==> src/rtl/lcd_ctrl.sv <==
// lcd_ctrl: turns LSU command/data words into timed HD44780-style write cycles with a one-entry pending slot.
// Define LCD_INIT_SEQ_EN to run the power-on wait and init words (0x38, 0x0C, 0x01, 0x06) after reset.
module lcd_ctrl #(
   parameter int SETUP_CYC     = 4,
   parameter int EN_CYC        = 12,
   parameter int HOLD_CYC      = 4,
   parameter int EXEC_CYC      = 2000,
   parameter int LONG_EXEC_CYC = 76000,
   parameter int INIT_WAIT_CYC = 750000
) (
   input  logic        i_clk,
   input  logic        i_rst_n,
   input  logic        i_lcd_wr,
   input  logic [31:0] i_lcd_word,
   output logic [31:0] o_lcd_status,
   output logic        o_lcd_on,
   output logic        o_lcd_rs,
   output logic        o_lcd_rw,
   output logic        o_lcd_en,
   output logic [7:0]  o_lcd_data
);
   localparam int MAX_A   = (SETUP_CYC > EN_CYC) ? SETUP_CYC : EN_CYC;
   localparam int MAX_B   = (HOLD_CYC > EXEC_CYC) ? HOLD_CYC : EXEC_CYC;
   localparam int MAX_C   = (LONG_EXEC_CYC > INIT_WAIT_CYC) ? LONG_EXEC_CYC : INIT_WAIT_CYC;
   localparam int MAX_AB  = (MAX_A > MAX_B) ? MAX_A : MAX_B;
   localparam int MAX_CYC = (MAX_AB > MAX_C) ? MAX_AB : MAX_C;
   localparam int CNT_W   = $clog2(MAX_CYC + 1);

   typedef logic [CNT_W-1:0] cnt_t;

   typedef enum logic [2:0] {
      S_IDLE,
      S_SETUP,
      S_EN_HI,
      S_HOLD,
      S_EXEC
`ifdef LCD_INIT_SEQ_EN
      , S_INIT
`endif
   } state_t;

   state_t     state_q, state_d;
   cnt_t       cnt_q, cnt_d;
   logic       pend_v_q, pend_v_d;
   logic [9:0] pend_word_q, pend_word_d;
   logic       ovf_q, ovf_d;
   logic       on_q, on_d;
   logic       rs_q, rs_d;
   logic [7:0] data_q, data_d;
   logic       busy_q, busy_d;
   logic       en_q, en_d;
   logic       launch;
   logic [9:0] launch_word;
   logic       wr_xfer, wr_clr;
   logic [9:0] wr_word;
   logic       is_long;
   logic       unused_word_bits;

`ifdef LCD_INIT_SEQ_EN
   logic [2:0] init_idx_q, init_idx_d;

   // Internal init words are {ON, RS, DATA}; the display stays powered throughout.
   function automatic logic [9:0] init_word(input logic [1:0] idx);
      case (idx)
         2'd0:    init_word = {2'b10, 8'h38};
         2'd1:    init_word = {2'b10, 8'h0C};
         2'd2:    init_word = {2'b10, 8'h01};
         default: init_word = {2'b10, 8'h06};
      endcase
   endfunction
`endif

   assign wr_xfer          = i_lcd_wr & ~i_lcd_word[30];
   assign wr_clr           = i_lcd_wr & i_lcd_word[30];
   assign wr_word          = {i_lcd_word[31], i_lcd_word[9], i_lcd_word[7:0]};
   assign is_long          = ~rs_q & (data_q[7:2] == 6'd0) & (data_q[1:0] != 2'd0);
   assign unused_word_bits = ^{i_lcd_word[29:10], i_lcd_word[8]};

   always_comb begin
      state_d     = state_q;
      cnt_d       = cnt_q;
      pend_v_d    = pend_v_q;
      pend_word_d = pend_word_q;
      ovf_d       = ovf_q;
      on_d        = on_q;
      rs_d        = rs_q;
      data_d      = data_q;
      launch      = 1'b0;
      launch_word = '0;
`ifdef LCD_INIT_SEQ_EN
      init_idx_d  = init_idx_q;
`endif

      if (wr_clr) begin
         ovf_d = 1'b0;
      end

      // In IDLE the slot drains first and a same-cycle write refills it; otherwise writes only queue.
      if (state_q == S_IDLE) begin
         if (pend_v_q) begin
            launch      = 1'b1;
            launch_word = pend_word_q;
            pend_v_d    = wr_xfer;
            pend_word_d = wr_word;
         end else if (wr_xfer) begin
            launch      = 1'b1;
            launch_word = wr_word;
         end
      end else if (wr_xfer) begin
         if (pend_v_q) begin
            ovf_d = 1'b1;
         end else begin
            pend_v_d    = 1'b1;
            pend_word_d = wr_word;
         end
      end

      case (state_q)
         S_SETUP: begin
            if (cnt_q == '0) begin
               state_d = S_EN_HI;
               cnt_d   = cnt_t'(EN_CYC - 1);
            end else begin
               cnt_d = cnt_q - cnt_t'(1);
            end
         end
         S_EN_HI: begin
            if (cnt_q == '0) begin
               state_d = S_HOLD;
               cnt_d   = cnt_t'(HOLD_CYC - 1);
            end else begin
               cnt_d = cnt_q - cnt_t'(1);
            end
         end
         S_HOLD: begin
            if (cnt_q == '0) begin
               state_d = S_EXEC;
               cnt_d   = is_long ? cnt_t'(LONG_EXEC_CYC - 1) : cnt_t'(EXEC_CYC - 1);
            end else begin
               cnt_d = cnt_q - cnt_t'(1);
            end
         end
         S_EXEC: begin
            if (cnt_q == '0) begin
`ifdef LCD_INIT_SEQ_EN
               if (init_idx_q != 3'd4) begin
                  launch      = 1'b1;
                  launch_word = init_word(init_idx_q[1:0]);
                  init_idx_d  = init_idx_q + 3'd1;
               end else begin
                  state_d = S_IDLE;
               end
`else
               state_d = S_IDLE;
`endif
            end else begin
               cnt_d = cnt_q - cnt_t'(1);
            end
         end
`ifdef LCD_INIT_SEQ_EN
         S_INIT: begin
            if (cnt_q == '0) begin
               launch      = 1'b1;
               launch_word = init_word(2'd0);
               init_idx_d  = 3'd1;
            end else begin
               cnt_d = cnt_q - cnt_t'(1);
            end
         end
`endif
         default: ;
      endcase

      if (launch) begin
         on_d    = launch_word[9];
         rs_d    = launch_word[8];
         data_d  = launch_word[7:0];
         state_d = S_SETUP;
         cnt_d   = cnt_t'(SETUP_CYC - 1);
      end

      busy_d = (state_d != S_IDLE);
      en_d   = (state_d == S_EN_HI);
   end

   always_ff @(posedge i_clk or negedge i_rst_n) begin
      if (!i_rst_n) begin
`ifdef LCD_INIT_SEQ_EN
         state_q    <= S_INIT;
         cnt_q      <= cnt_t'(INIT_WAIT_CYC - 1);
         busy_q     <= 1'b1;
         on_q       <= 1'b1;
         init_idx_q <= 3'd0;
`else
         state_q    <= S_IDLE;
         cnt_q      <= '0;
         busy_q     <= 1'b0;
         on_q       <= 1'b0;
`endif
         pend_v_q    <= 1'b0;
         pend_word_q <= '0;
         ovf_q       <= 1'b0;
         rs_q        <= 1'b0;
         data_q      <= 8'h00;
         en_q        <= 1'b0;
      end else begin
`ifdef LCD_INIT_SEQ_EN
         init_idx_q <= init_idx_d;
`endif
         state_q     <= state_d;
         cnt_q       <= cnt_d;
         busy_q      <= busy_d;
         on_q        <= on_d;
         pend_v_q    <= pend_v_d;
         pend_word_q <= pend_word_d;
         ovf_q       <= ovf_d;
         rs_q        <= rs_d;
         data_q      <= data_d;
         en_q        <= en_d;
      end
   end

   assign o_lcd_status = {29'b0, ovf_q, pend_v_q, busy_q};
   assign o_lcd_on     = on_q;
   assign o_lcd_rs     = rs_q;
   assign o_lcd_rw     = 1'b0;
   assign o_lcd_en     = en_q;
   assign o_lcd_data   = data_q;

endmodule

==> config.mk <==
export PLATFORM = sky130hd
export DESIGN_NAME = lcd_ctrl
export DESIGN_NICKNAME = d
export VERILOG_FILES = /design/src/rtl/lcd_ctrl.sv
export SDC_FILE = /design/constraint.sdc
export NUM_CORES = 1
export LEC_CHECK = 0
export CAP_MARGIN = 20
export CORE_UTILIZATION = 46
export CTS_CLUSTER_DIAMETER = 150
export DETAILED_ROUTE_END_ITERATION = 7
export PLACE_DENSITY = 0.76
export SLEW_MARGIN = 20
export SYNTH_ARGS = -nofsm -noshare
export SYNTH_HDL_FRONTEND = slang
export SYNTH_SLANG_ARGS = --single-unit
==> constraint.sdc <==
create_clock -name i_clk -period 2.7 [get_ports i_clk]
set_input_delay 0.54 -clock i_clk [delete_from_list [all_inputs] [get_ports i_clk]]
set_output_delay 0.54 -clock i_clk [all_outputs]
set_load 0.05 [all_outputs]
# Word-level counts from Yosys, hierarchy flattened
# Cells that the tools add are included.
# Widths: inputs -> output; s select.
# totals
regBits	47
latchBits	0
mem_bits_rw	0
romBits	0
input_bits	35
output_inout_bits	44
word_cells	64
n_memories	0
# classes
add_sub_neg	1
mul	0
n_div	0
magnitude_cmp	0
eq_ne	8
n_shift	0
mux	30
bitwise_logic	6
reduce_logical	9
# op_table
cell	count
$mux 20	5
$pmux 20 s4	1
$mux 10	7
$logic_not 20->1	1
$sub 20x1->20 const B	1
$mux 17	1
$mux 3	5
$pmux 3 s4	1
$mux 1	10
$eq 3x2->1 const B	3
$logic_not 6->1	1
$reduce_bool 5->1	1
$and 1x1->1	4
$reduce_bool 2->1	2
$eq 3x1->1 const B	1
$eq 3x3->1 const B	1
$logic_not 3->1	1
$ne 3x3->1 const B	1
$reduce_and 3->1	1
$reduce_bool 3->1	1
$ne 2x1->1 const B	1
$ne 2x2->1 const B	1
$not 1->1	2
$reduce_and 2->1	1

# Logic depth before layout (Yosys ltp)
# depth
ltp_word	7
ltp_mapped	9
depth_no_buf	8

# Worst setup path after synthesis
# No wires, ideal clock.
# synth_path
path_type	register to register
start	reg cnt_q[11]
end	reg cnt_q[10]
setup_time_ns	0.122
t_arrival_ns	2.178
required_time_ns	2.578
setup_slack_ns	0.400
path_stages_with_launch	10
n_path_buf	3
period_less_slack_ns	2.300
path_cell_list	dfrtp_1 -> buf_6 -> or4_4 -> or2_0 -> buf_2 -> or2_1 -> buf_6 -> o21ai_2 -> nand2_1 -> a32o_1
# synth_between
elab_chain_len	4
word_cells_on_any_way	8
classes_between	eq/ne: 1; mux: 5; reduce/logical: 2
# synth_lines
element	line_no	source
start, declared	43	cnt_t cnt_q, cnt_d;
start signal, assigned	211	cnt_q <= cnt_d;
$logic_not 20->1 (*)	-	
$mux 20, on equally long branches	136, 120, 128	
$pmux 20 s4	118	case (state_q)
$mux 20	174	if (launch) begin
# Every way passes the cells marked *; elsewhere a longest branch is shown, timed or not.
# A chain may end at the register's enable or synchronous reset.

# Final worst setup path
# layout_path
start	reg cnt_q[12]
end	reg cnt_q[0]
# Same word-level chain as after synthesis.

==> results.toml <==
[run_status]
outcome = "finished, final reports clean"

[synth]
ys_types = 61
synth_fa_ha_area_share_pct = 0.842
ys_ff_latch = 47
async_flop_share_pct = 100
synth_simple_gate_area_share_pct = 17.9
synth-xor-area-share_pct = 0.295
ys.flop_type = "dfrtp_1"
seq_area_frac_synth_pct = 39.6
synthCells = 322
synth_top_family_by_area = "compound AO/OA/AOI/OAI gates"
yosys_warnings = 0
synth_compound_area_share_pct = 24.8
synth_mux_area_share_pct = 4.84
synth_area_um2 = 2970
synth_edf_count = 0
syn_avg_cell_area_um2 = 9.23

[sta]
drv_slew = 0
relSlewSlack_pct = 52.9
min_period_ps = 2490
fin_tns_setup_ps = 0
worst_slew_pin_slew_ps = 705
rsz0062_at_grt = "false"
setup_viol = 0
fin_crit_sh_pct = 92.4
clock.fmax_mhz = 401
finalClockSkew_ps = 10.1
report.final.hold_viol_count = 0

[route]
drc = 0
firstDrtPassIters = 4
ant_nets = 0
wl_um = 6800
vias = 2542
first_iter_violations = 211
viasPerCell = 5.90
wl_per_cell_um = 15.8

[setup_path]
worstSetupPathType = "flip-flop to flip-flop"
cp.arrival_ps = 2730
required_ps = 2940
critPathLaunchType = "flip-flop"
cp_max_fo = 7
end_kind = "flip-flop"

[global_routing]
grt_util_met3_pct = 3.74
use_met2_pct = 35.2
grt_pass1_wl_um = 11400
grt_pass1_vias = 2338
use_met1_pct = 30.8
grt_max_degree = 38
track_usage_pct = 22.1
top_usage_layer = "met2"
overflow = 0
antenna_found_initial = 0

[clocking]
numCtsBuffers = 5
cts_hold_buf = 0
cts_resized = 0
clk_latency_ps = 310
cts_root_buf = "clkbuf_8"
cts.path.max_buffers = 2
numClockSinks = 47
cts_tree = "built"
postCtsSetupRepairBufs = 0
ctsHtreeMaxLevel = 2
path_clk_slew_ps = 90

[place]
place_inst = 423
gp_congestion = 0.876
placed_area_um2 = 3250
post-dp-hpwl_um = 4970
io_buffers = 27

[power_and_ir_drop]
power.total_mw = 1.38
power_leakage_nw = 1.38
powerDensity_nw_per_um2 = 412
irDropWorstVdd_mv = 0.271

[finish]
final_layout_size_suffix_gt1_share_pct = 16.0
nets = 392
syn2layout_area_growth_pct = 12.6
diodes = 0
final_cell_mix = "47 x dfrtp_1, 31 x o21ai_0, 30 x conb_1, 26 x clkdlybuf4s50_1, 25 x nor2_1"
finalInstanceArea_um2 = 3350
fin_cells = 431
final_core_util_pct = 55.2
final_common_cell = "dfrtp_1"

[floorplan]
io_pins = 79
die-area_um2 = 6790
fp.dieW_um = 82.4
core_area_um2 = 6060
die_h_um = 82.4
start_util_pct = 49.0
std_cell_rows = 28

[run]
maxCapViolCount = 0

[hold_path]
min-delay-path-class = "input pin to async pin"
==> synthesized netlist by cell type (3+ instances only) <==
master	number	area, um^2
nor3_1	13	65.1
a21oi_1	18	90.1
a21o_1	3	22.5
a31oi_1	4	25.0
nor2_1	25	93.8
o21ai_2	3	26.3
nand2b_1	6	37.5
dfrtp_1	47	1180
mux2_2	11	124
nand3_1	6	30.0
clkbuf_1	11	41.3
a22oi_1	21	158
o31ai_1	3	22.5
nand4_1	5	31.3
buf_4	34	255
nor4_1	4	25.0
buf_6	3	33.8
a211o_1	3	26.3
o21ai_0	31	155
nand2_1	14	52.6
o41ai_1	3	26.3
inv_1	3	11.3
o211ai_1	3	22.5
==> power by group <==
part | internal (mW) | switching (mW)
Sequential | 0.733 | 0.0153
Clock | 0.209 | 0.247
Combinational | 0.0460 | 0.128
Total | 0.988 | 0.390
==> metal layers <==
metal	share of wire [%]	vias to the layer above
li1	-	1206
met1	46	1241
met2	48	89
met3	5.2	6
met4	1.0	0
met5	0	-
==> path summary, 6_finish.rpt <==
path	from	end	slack, ps	cells past startpoint
worst min-delay path	i_rst_n	pend_word_q[3]	80	1
worst max-delay path	cnt_q[12]	cnt_q[0]	210	6
worst min register to register	cnt_q[19]	cnt_q[19]	500	1
min in group i_clk	cnt_q[19]	cnt_q[19]	500	1
max in group asynchronous	i_rst_n	cnt_q[16]	1870	2
worst max register to register	cnt_q[12]	cnt_q[0]	210	6
==> logic make-up (layout without fill, tap and decap cells) <==
logic type	Yosys count	count (layout)
DFF	47	47
other	1	30
and+or+nand+nor	96	96
AOI/OAI and AO/OA	110	110
muxes	13	13
xor gates and xnor gates	1	1
buffers and inverters	52	57
adders and majority gates	2	2
==> cell type report <==
| class | instances | area, um^2 |
|---|---|---|
| Timing Repair Buffer | 46 | 408 |
| Clock buffer | 6 | 82.6 |
| Tap cell | 75 | 93.8 |
| Clock inverter | 2 | 16.3 |
| Fill cell | 551 | 2720 |
| Inverter | 3 | 11.3 |
| Sequential cell | 47 | 1180 |
| Multi-Input combinational cell | 252 | 1560 |
==> per-stage QoR <==
| step | worst slack, ps | hold slack, ps |
|---|---|---|
| after floorplan | 400 | 244 |
| after global placement | 251 | 416 |
| after detailed placement | 227 | 416 |
| after CTS | 242 | 78.7 |
| after global routing | 123 | 87.1 |
| final | 206 | 77.2 |
==> worst max-delay path: stages (launching register included) <==
cell and delay (ps):
dfrtp_1 450, or4_4 590, or2_0 360, nor2_1 360, a21oi_1 230, nand2_1 250, mux2_2 190
==> flip-flops by register name, indices dropped and copies added (netlist names) <==
name         count
busy_q           1
cnt_q           20
o_lcd_data       8
o_lcd_en         1
o_lcd_on         1
o_lcd_rs         1
ovf_q            1
pend_v_q         1
pend_word_q     10
state_q          3
(Power assumes the default switching activity.)
